==> src/rtl/game_ctrl_fsm_if.sv <==
// Datapath handshake bundle between game_ctrl_fsm and the 1A2B compare datapath.
// The controller uses the master side; the datapath uses the slave side.
interface game_ctrl_fsm_if #(
    parameter int CW = 3
);
    logic          reset;
    logic          save_test;
    logic          save_guess;
    logic          cmp_start;
    logic          dp_valid;
    logic [CW-1:0] dp_a;
    logic [CW-1:0] dp_b;
    logic          dp_input_error;

    modport master (
        output reset, save_test, save_guess, cmp_start,
        input  dp_valid, dp_a, dp_b, dp_input_error
    );

    modport slave (
        input  reset, save_test, save_guess, cmp_start,
        output dp_valid, dp_a, dp_b, dp_input_error
    );
endinterface

==> src/rtl/game_ctrl_fsm.sv <==
// 1A2B game controller: secret load, guess entry, compare handshake with timeout,
// try counting and win/lose reporting. Define GAME_TRY_LIMIT_EN to enable LOSE.
module game_ctrl_fsm #(
    parameter int  DIGITS      = 4,
    parameter int  MAX_TRIES   = 10,
    parameter int  CMP_TIMEOUT = 15,
    localparam int CW          = $clog2(DIGITS + 1),
    localparam int TW          = $clog2(MAX_TRIES + 1)
) (
    input  logic                   clka,
    input  logic                   restart,
    input  logic                   loadtest,
    input  logic                   enter,
    game_ctrl_fsm_if.master        dp,
    output logic                   same,
    output logic                   lose,
    output logic                   input_error,
    output logic [CW-1:0]          a_cnt,
    output logic [CW-1:0]          b_cnt,
    output logic [TW-1:0]          tries,
    output logic [2:0]             state
);

    typedef enum logic [2:0] {
        ST_IDLE  = 3'b000,
        ST_LOAD  = 3'b001,
        ST_GUESS = 3'b010,
        ST_CMP   = 3'b011,
        ST_WIN   = 3'b100,
        ST_LOSE  = 3'b101
    } state_t;

    // Counter is loaded one below the budget so the last waiting edge sees zero.
    localparam logic [7:0]    TMO_LOAD = 8'(CMP_TIMEOUT - 1);
    localparam logic [CW-1:0] A_WIN    = CW'(DIGITS);
`ifdef GAME_TRY_LIMIT_EN
    localparam logic [TW-1:0] TRY_SAT  = TW'(MAX_TRIES);
`else
    localparam logic [TW-1:0] TRY_SAT  = {TW{1'b1}};
`endif

    state_t        state_r;
    logic [7:0]    tmo_r;
    logic [TW-1:0] tries_inc_s;

    assign state = state_r;

    // Saturating try increment.
    always_comb begin
        tries_inc_s = tries;
        if (tries == TRY_SAT) begin
            tries_inc_s = tries;
        end else begin
            tries_inc_s = tries + TW'(1);
        end
    end

    // Control FSM with registered strobes and result flags.
    always_ff @(negedge clka) begin
        if (restart) begin
            state_r        <= ST_IDLE;
            tmo_r          <= 8'd0;
            dp.reset       <= 1'b1;
            dp.save_test   <= 1'b0;
            dp.save_guess  <= 1'b0;
            dp.cmp_start   <= 1'b0;
            same           <= 1'b0;
            lose           <= 1'b0;
            input_error    <= 1'b0;
            a_cnt          <= '0;
            b_cnt          <= '0;
            tries          <= '0;
        end else begin
            dp.reset      <= 1'b0;
            dp.save_test  <= 1'b0;
            dp.save_guess <= 1'b0;
            dp.cmp_start  <= 1'b0;
            case (state_r)
                ST_IDLE: begin
                    same        <= 1'b0;
                    lose        <= 1'b0;
                    input_error <= 1'b0;
                    a_cnt       <= '0;
                    b_cnt       <= '0;
                    tries       <= '0;
                    state_r     <= ST_LOAD;
                end
                ST_LOAD: begin
                    if (loadtest) begin
                        dp.save_test <= 1'b1;
                        state_r      <= ST_GUESS;
                    end
                end
                ST_GUESS: begin
                    if (enter) begin
                        dp.save_guess <= 1'b1;
                        dp.cmp_start  <= 1'b1;
                        input_error   <= 1'b0;
                        tmo_r         <= TMO_LOAD;
                        state_r       <= ST_CMP;
                    end
                end
                ST_CMP: begin
                    // A result on the final waiting edge wins over the timeout.
                    if (dp.dp_valid) begin
                        if (dp.dp_input_error) begin
                            input_error <= 1'b1;
                            state_r     <= ST_GUESS;
                        end else begin
                            a_cnt <= dp.dp_a;
                            b_cnt <= dp.dp_b;
                            tries <= tries_inc_s;
                            if (dp.dp_a == A_WIN) begin
                                same    <= 1'b1;
                                state_r <= ST_WIN;
                            end else begin
`ifdef GAME_TRY_LIMIT_EN
                                if (tries_inc_s == TW'(MAX_TRIES)) begin
                                    lose    <= 1'b1;
                                    state_r <= ST_LOSE;
                                end else begin
                                    state_r <= ST_GUESS;
                                end
`else
                                state_r <= ST_GUESS;
`endif
                            end
                        end
                    end else if (tmo_r == 8'd0) begin
                        input_error <= 1'b1;
                        state_r     <= ST_GUESS;
                    end else begin
                        tmo_r <= tmo_r - 8'd1;
                    end
                end
                ST_WIN, ST_LOSE: begin
                    if (enter) begin
                        dp.reset    <= 1'b1;
                        same        <= 1'b0;
                        lose        <= 1'b0;
                        input_error <= 1'b0;
                        a_cnt       <= '0;
                        b_cnt       <= '0;
                        tries       <= '0;
                        state_r     <= ST_IDLE;
                    end
                end
                default: begin
                    dp.reset <= 1'b1;
                    state_r  <= ST_IDLE;
                end
            endcase
        end
    end

endmodule

==> src/flat_wrapper.sv <==
// flat-port wrapper written by rule: the top's interface ports become plain ports
module game_ctrl_fsm_flat 
#(
    parameter int  DIGITS      = 4,
    parameter int  MAX_TRIES   = 10,
    parameter int  CMP_TIMEOUT = 15,
    localparam int CW          = $clog2(DIGITS + 1),
    localparam int TW          = $clog2(MAX_TRIES + 1)
)
  (clka, restart, loadtest, enter, same, lose, input_error, a_cnt, b_cnt, tries, state, dp_reset, dp_save_test, dp_save_guess, dp_cmp_start, dp_dp_valid, dp_dp_a, dp_dp_b, dp_dp_input_error);
  game_ctrl_fsm_if #(.CW(($clog2(DIGITS + 1)))) dp_i ();
  input  logic clka;
  input  logic restart;
  input  logic loadtest;
  input  logic enter;
  output logic same;
  output logic lose;
  output logic input_error;
  output logic [CW-1:0] a_cnt;
  output logic [CW-1:0] b_cnt;
  output logic [TW-1:0] tries;
  output logic [2:0] state;
  output wire logic [$bits(dp_i.reset)-1:0] dp_reset;
  output wire logic [$bits(dp_i.save_test)-1:0] dp_save_test;
  output wire logic [$bits(dp_i.save_guess)-1:0] dp_save_guess;
  output wire logic [$bits(dp_i.cmp_start)-1:0] dp_cmp_start;
  input wire logic [$bits(dp_i.dp_valid)-1:0] dp_dp_valid;
  input wire logic [$bits(dp_i.dp_a)-1:0] dp_dp_a;
  input wire logic [$bits(dp_i.dp_b)-1:0] dp_dp_b;
  input wire logic [$bits(dp_i.dp_input_error)-1:0] dp_dp_input_error;
  assign dp_reset = dp_i.reset;
  assign dp_save_test = dp_i.save_test;
  assign dp_save_guess = dp_i.save_guess;
  assign dp_cmp_start = dp_i.cmp_start;
  assign dp_i.dp_valid = dp_dp_valid;
  assign dp_i.dp_a = dp_dp_a;
  assign dp_i.dp_b = dp_dp_b;
  assign dp_i.dp_input_error = dp_dp_input_error;
  game_ctrl_fsm #(.DIGITS(DIGITS), .MAX_TRIES(MAX_TRIES), .CMP_TIMEOUT(CMP_TIMEOUT)) u_core (.clka(clka), .restart(restart), .loadtest(loadtest), .enter(enter), .dp(dp_i), .same(same), .lose(lose), .input_error(input_error), .a_cnt(a_cnt), .b_cnt(b_cnt), .tries(tries), .state(state));
endmodule
==> config.mk <==
export PLATFORM = sky130hd
export DESIGN_NAME = game_ctrl_fsm_flat
export DESIGN_NICKNAME = d
export VERILOG_FILES = /design/src/rtl/game_ctrl_fsm_if.sv /design/src/rtl/game_ctrl_fsm.sv /design/src/flat_wrapper.sv
export SDC_FILE = /design/constraint.sdc
export NUM_CORES = 1
export LEC_CHECK = 0
export CAP_MARGIN = 0
export CORE_MARGIN = 2
export CORE_UTILIZATION = 52
export DETAILED_ROUTE_END_ITERATION = 8
export GPL_TIMING_DRIVEN = 0
export PLACE_DENSITY_LB_ADDON = 0.3
export SLEW_MARGIN = 20
export SYNTH_ARGS = -nofsm -noshare
export SYNTH_HDL_FRONTEND = slang
export SYNTH_SLANG_ARGS = --single-unit
==> constraint.sdc <==
create_clock -name clka -period 4.2 [get_ports clka]
set_input_delay 1.26 -clock clka [delete_from_list [all_inputs] [get_ports clka]]
set_output_delay 1.26 -clock clka [all_outputs]
set_load 0.05 [all_outputs]
### After elaboration in Yosys (flattened, before gate mapping)

Index checks and enable logic that the tools add are counted.

* bits in read-only memories: 0
* bits of input ports: 12
* bits in writable memories: 0
* output and inout bits: 20
* bits in registers: 27
* latch bits: 0
* logic and storage cells: 88
* memories kept: 0

* add/subtract/negate cells: 2
* shift operators: 0
* muxes and demuxes: 36
* reductions and logical operators: 18
* $mul: 0
* $lt $le $gt $ge: 0
* bitwise logic cells: 2
* eq/ne operators: 19
* divide/modulo/power cells: 0

Operators with widths (count)
* 3-bit 2-to-1 mux: 11
* 8-bit 2-to-1 mux: 3
* 3-bit one-hot mux with 3 select lines: 2
* 4-bit 2-to-1 mux: 4
* 2-bit != test (second input constant): 8
* 8-bit one-hot mux with 2 select lines: 1
* 4-bit AND reduction: 4
* 3-bit one-hot mux with 5 select lines: 1
* 4-bit one-hot mux with 3 select lines: 1
* 5-bit AND reduction: 2
* 3-bit == test (second input constant): 3
* 1-bit 2-to-1 mux: 9
* 8-bit logical NOT: 1
* 8-bit by 1-bit subtractor with 8-bit output (second input constant): 1
* 3-bit by 2-bit == test with 1-bit output (second input constant): 2
* 1-bit one-hot mux with 3 select lines: 2
* 3-bit nonzero test: 2
* 2-bit OR reduction: 3
* 4-bit by 1-bit adder with 4-bit output (second input constant): 1
* 4-bit == test (second input constant): 1
* 2-bit by 1-bit != test with 1-bit output (second input constant): 2
* 1-bit one-hot mux with 2 select lines: 2
* 2-bit nonzero test: 2
* 4-bit OR reduction: 1
* 7 further kinds: 8

### Depth between registers and ports, before layout

* depth in word-level cells: 5
* mapped depth: 7
* mapped depth without buffers: 7

==> qor.txt <==
=================================================================================
Reg clk slew, reported paths                                                50 ps
Minimum hold slack                                                       480.3 ps
# diodes                                                                        0
Fill count                                                                    152
Area post-placement                                                      1655 µm²
Via count                                                                    1324
Number of hold-repair buffers added at the cts stage                            0
Sequential cell area fraction in the yosys report                          0.4012
Standard cell with the maximum stage delay on the critical path           dfxtp_2
Hold Path Cell Cnt                                                              2
Ys flop type                                                              dfxtp_1
Vias per cell                                                               5.471
Antenna viol nets, final                                                        0
Number of hold violations in the final report                                   0
Number of synthesized flops with an enable pin                                  0
Crit. Startpoint                                                     u_core.dp.save_guess
Multiplexer share of the synthesized area                                 0.03857
Number of CTS-inserted buffers                                                  3
Xor and xnor area share after synthesis                                   0.06750
Routed wire per std cell                                                 14.74 µm
Nets in the synthesized netlist                                               161
Clock tree sinks                                                               26
IO Port Bufs                                                                   30
Wire length of the first global-routing pass                              5609 µm
Deepest clock path buffer count                                                 2
Placeable core region                                                    2410 µm²
Final setup violation count                                                    19
Sequential cell fraction of total power                                     0.417
Crit Reg-Reg Endpoint                                                u_core.tmo_r[4]
Async SR Flop Fraction                                                          0
Most used cells in the layout excluding fill and tap cells           30 x inv_1, 20 x nor2_1, 17 x buf_8
Worst hold path endpoint                                              u_core.same
Data required time at the worst endpoint                                  2940 ps
Drt first pass iters                                                            6
Total count of max-transition violations in the final report                    0
Crit-path cells                                                      buf_6 -> buf_8
Summed area of non-filler cells in the final layout                      1964 µm²
Initial antenna violation count                                                 0
Run status                                                           finished with violations
I/O pins                                                                       32
Worst hold-check path type                                           flop to flop
Die height                                                               53.95 µm
Global Route Usage Sum                                                     0.2664
Switching pwr                                                            259.2 µW
Placed wire-length estimate after detailed placement                      2070 µm
Starting Density                                                           0.5384
Leak Pwr                                                             0.0008772 µW
Main combinational cell family by area after synthesis               simple AND/OR/NAND/NOR gates
Startpoint of the worst register-to-register path                    u_core.tmo_r[0]
Number of global-route vias before repair                                    1347
Area growth, synth to finish                                               51.40%
Share of post-route cells with drive strength above 1                      0.3255
Row count                                                                      18
Internal power component                                                 399.0 µW
Flop2flop setup slack                                                     2420 ps
RSZ-0062 raised after global routing                                          yes
Compound-Gate Fraction of Synth Area                                       0.1485
Yosys warning total                                                             0
Post-synthesis adder-cell area fraction                                   0.02893
Area of the die                                                          2911 µm²
Cell count after synthesis                                                    146
Peak VDD IR                                                              253.2 µV
Most common cell after layout, fill and taps aside                          inv_1
Category of the critical setup timing path                           flop to output pin
# nets final                                                                  229
Buffer cell driving the clock tree root                                  clkbuf_4
Clock tree from TritonCTS                                                   built
Total of flip-flops plus latches after synthesis                               26
Drt total wl                                                              3567 µm
Largest stage delay on the critical path                                   320 ps
Drt drc                                                                         0
Crit path max fanout                                                            2
X dimension of the die                                                   53.95 µm
Crit. End Element                                                      output pin
Worst r2r path cells                                                            7
Number of DRC violations after detailed-routing iteration 0                    33
Combinational share of power                                                0.257
Count of distinct cell types in the synthesized netlist                        40
H-Tree Level Count                                                              1
Data arrival time of the critical path                                    3070 ps
Largest net degree at the start of global routing                              14
Violated checks                                                      setup timing
Fraction of power spent switching nets                                     0.3937
Post-synth design cell area                                              1297 µm²
Smallest setup slack after layout                                       -132.2 ps
Min-Delay Startpoint                                                  u_core.same
Clock latency of the later-clocked register in the worst-skew pair         410 ps
Proportion of power drawn by the clock network                              0.326
Mean Syn Cell Area                                                      8.887 µm²
Max-capacitance violation count                                                 0
Max Clock Skew                                                           31.08 ps
Launching element type of the critical path                                  flop
Last weighted congestion value of the routability-driven placer            0.7700
Grt total ovfl                                                                  0
Simple-gate share of the synthesized area                                  0.2555
Power density of the placed cells                                    335.1 nW/µm²
=================================================================================
power groups by stage:
stage          Clock (µW)  Sequential (µW)  Combinational, µW
2_1_floorplan        39.3              299               85.9
3_3_place_gp         39.3              278                146
5_1_grt               248              275                183
3_5_place_dp         39.3              279                150
4_1_cts               217              275                159
6_report              215              274                169
layer usage:
layer,global-route usage,vias up,share of wire,wire length (µm)
met1,0.2940,634,0.41,1465
met4,0.1410,0,0.024,85
li1,-,641,-,-
met3,0.08333,11,0.042,149
met5,0,-,0,0
met2,0.4533,38,0.52,1867
cell usage after synthesis, drive strengths merged, types with 2 or more instances:
master,number,share of area
a211oi,3,0.017
a21oi,8,0.034
a221oi,3,0.034
buf,6,0.037
clkbuf,2,0.0058
dfxtp,26,0.40
ha,3,0.029
inv,5,0.014
mux2i,5,0.039
nand2,8,0.029
nand2b,6,0.029
nand3,7,0.027
nand4,2,0.0096
nand4b,2,0.014
nor2,22,0.066
nor3,2,0.0077
nor3b,2,0.012
nor4,3,0.026
o211ai,3,0.017
o21ai,7,0.027
or3,2,0.0096
xor2,9,0.061
flip-flops by register name, indices dropped and copies added, names as in the netlist:
| register | flops |
|---|---|
| u_core.tmo_r | 8 |
| u_core.tries | 4 |
| u_core.a_cnt | 3 |
| u_core.b_cnt | 3 |
| u_core.state | 3 |
| u_core.dp.reset | 1 |
| u_core.dp.save_guess | 1 |
| u_core.dp.save_test | 1 |
| u_core.input_error | 1 |
| u_core.same | 1 |
through the flow:
stage | util | setup WS [ps] | setup TNS, ps | total power, µW | std cells
after floorplan | - | -108.8 | -709.9 | 424.1 | 146
after global placement | 0.6869 | -847.2 | -22800 | 463.9 | 206
after detailed placement | 0.6869 | -860.0 | -23650 | 467.8 | 206
after CTS | 0.7996 | -140.6 | -1161 | 650.5 | 240
after global routing | 0.8152 | -177.5 | -1675 | 706.3 | 242
final | 0.8152 | -132.2 | -825.4 | 658.2 | 242
layout make-up:
type                       instances  area [µm²]  area share
sequential                        26       555.5      0.2828
buffer                             7       56.30     0.02866
inverter                           4       15.01    0.007643
clock inverter                    26       97.59     0.04968
clock buffer                       3       22.52     0.01146
multi-input combinational        107       739.5      0.3764
tap                               30       37.54     0.01911
timing repair buffer              39       440.4      0.2242
worst max-delay path: cells and delay by family, from the launching register on:
kind	cells	cell delay (ps)
buffers and inverters	2	250
DFF	1	320
kinds of logic after synthesis:
logic type / count (synthesis)
DFF: 26
xor gates and xnor gates: 10
other: 1
AOI/OAI and AO/OA: 27
buffers and inverters: 13
muxes: 5
adders and majority gates: 3
and+or+nand+nor: 61
how the worst max path moves through the flow:
stage	depth (start not counted)	endpoint	slack [ps]
after floorplan	6	u_core.tries[0]	-110
after global placement	7	u_core.tries[0]	-850
after detailed placement	6	u_core.a_cnt[2]	-860
after CTS	2	dp_save_guess	-140
after global routing	2	dp_save_guess	-180
final	2	dp_save_guess	-130
timing repair:
| action | 4_1_cts | 5_1_grt |
|---|---|---|
| cloned | 1 | 0 |
| resized for setup | 179 | 12 |
| setup buffers | 6 | 2 |
| endpoints found under the setup margin | 42 | 30 |
| pin swaps | 1 | 1 |
Note: power is estimated with default switching activity, not from simulation.
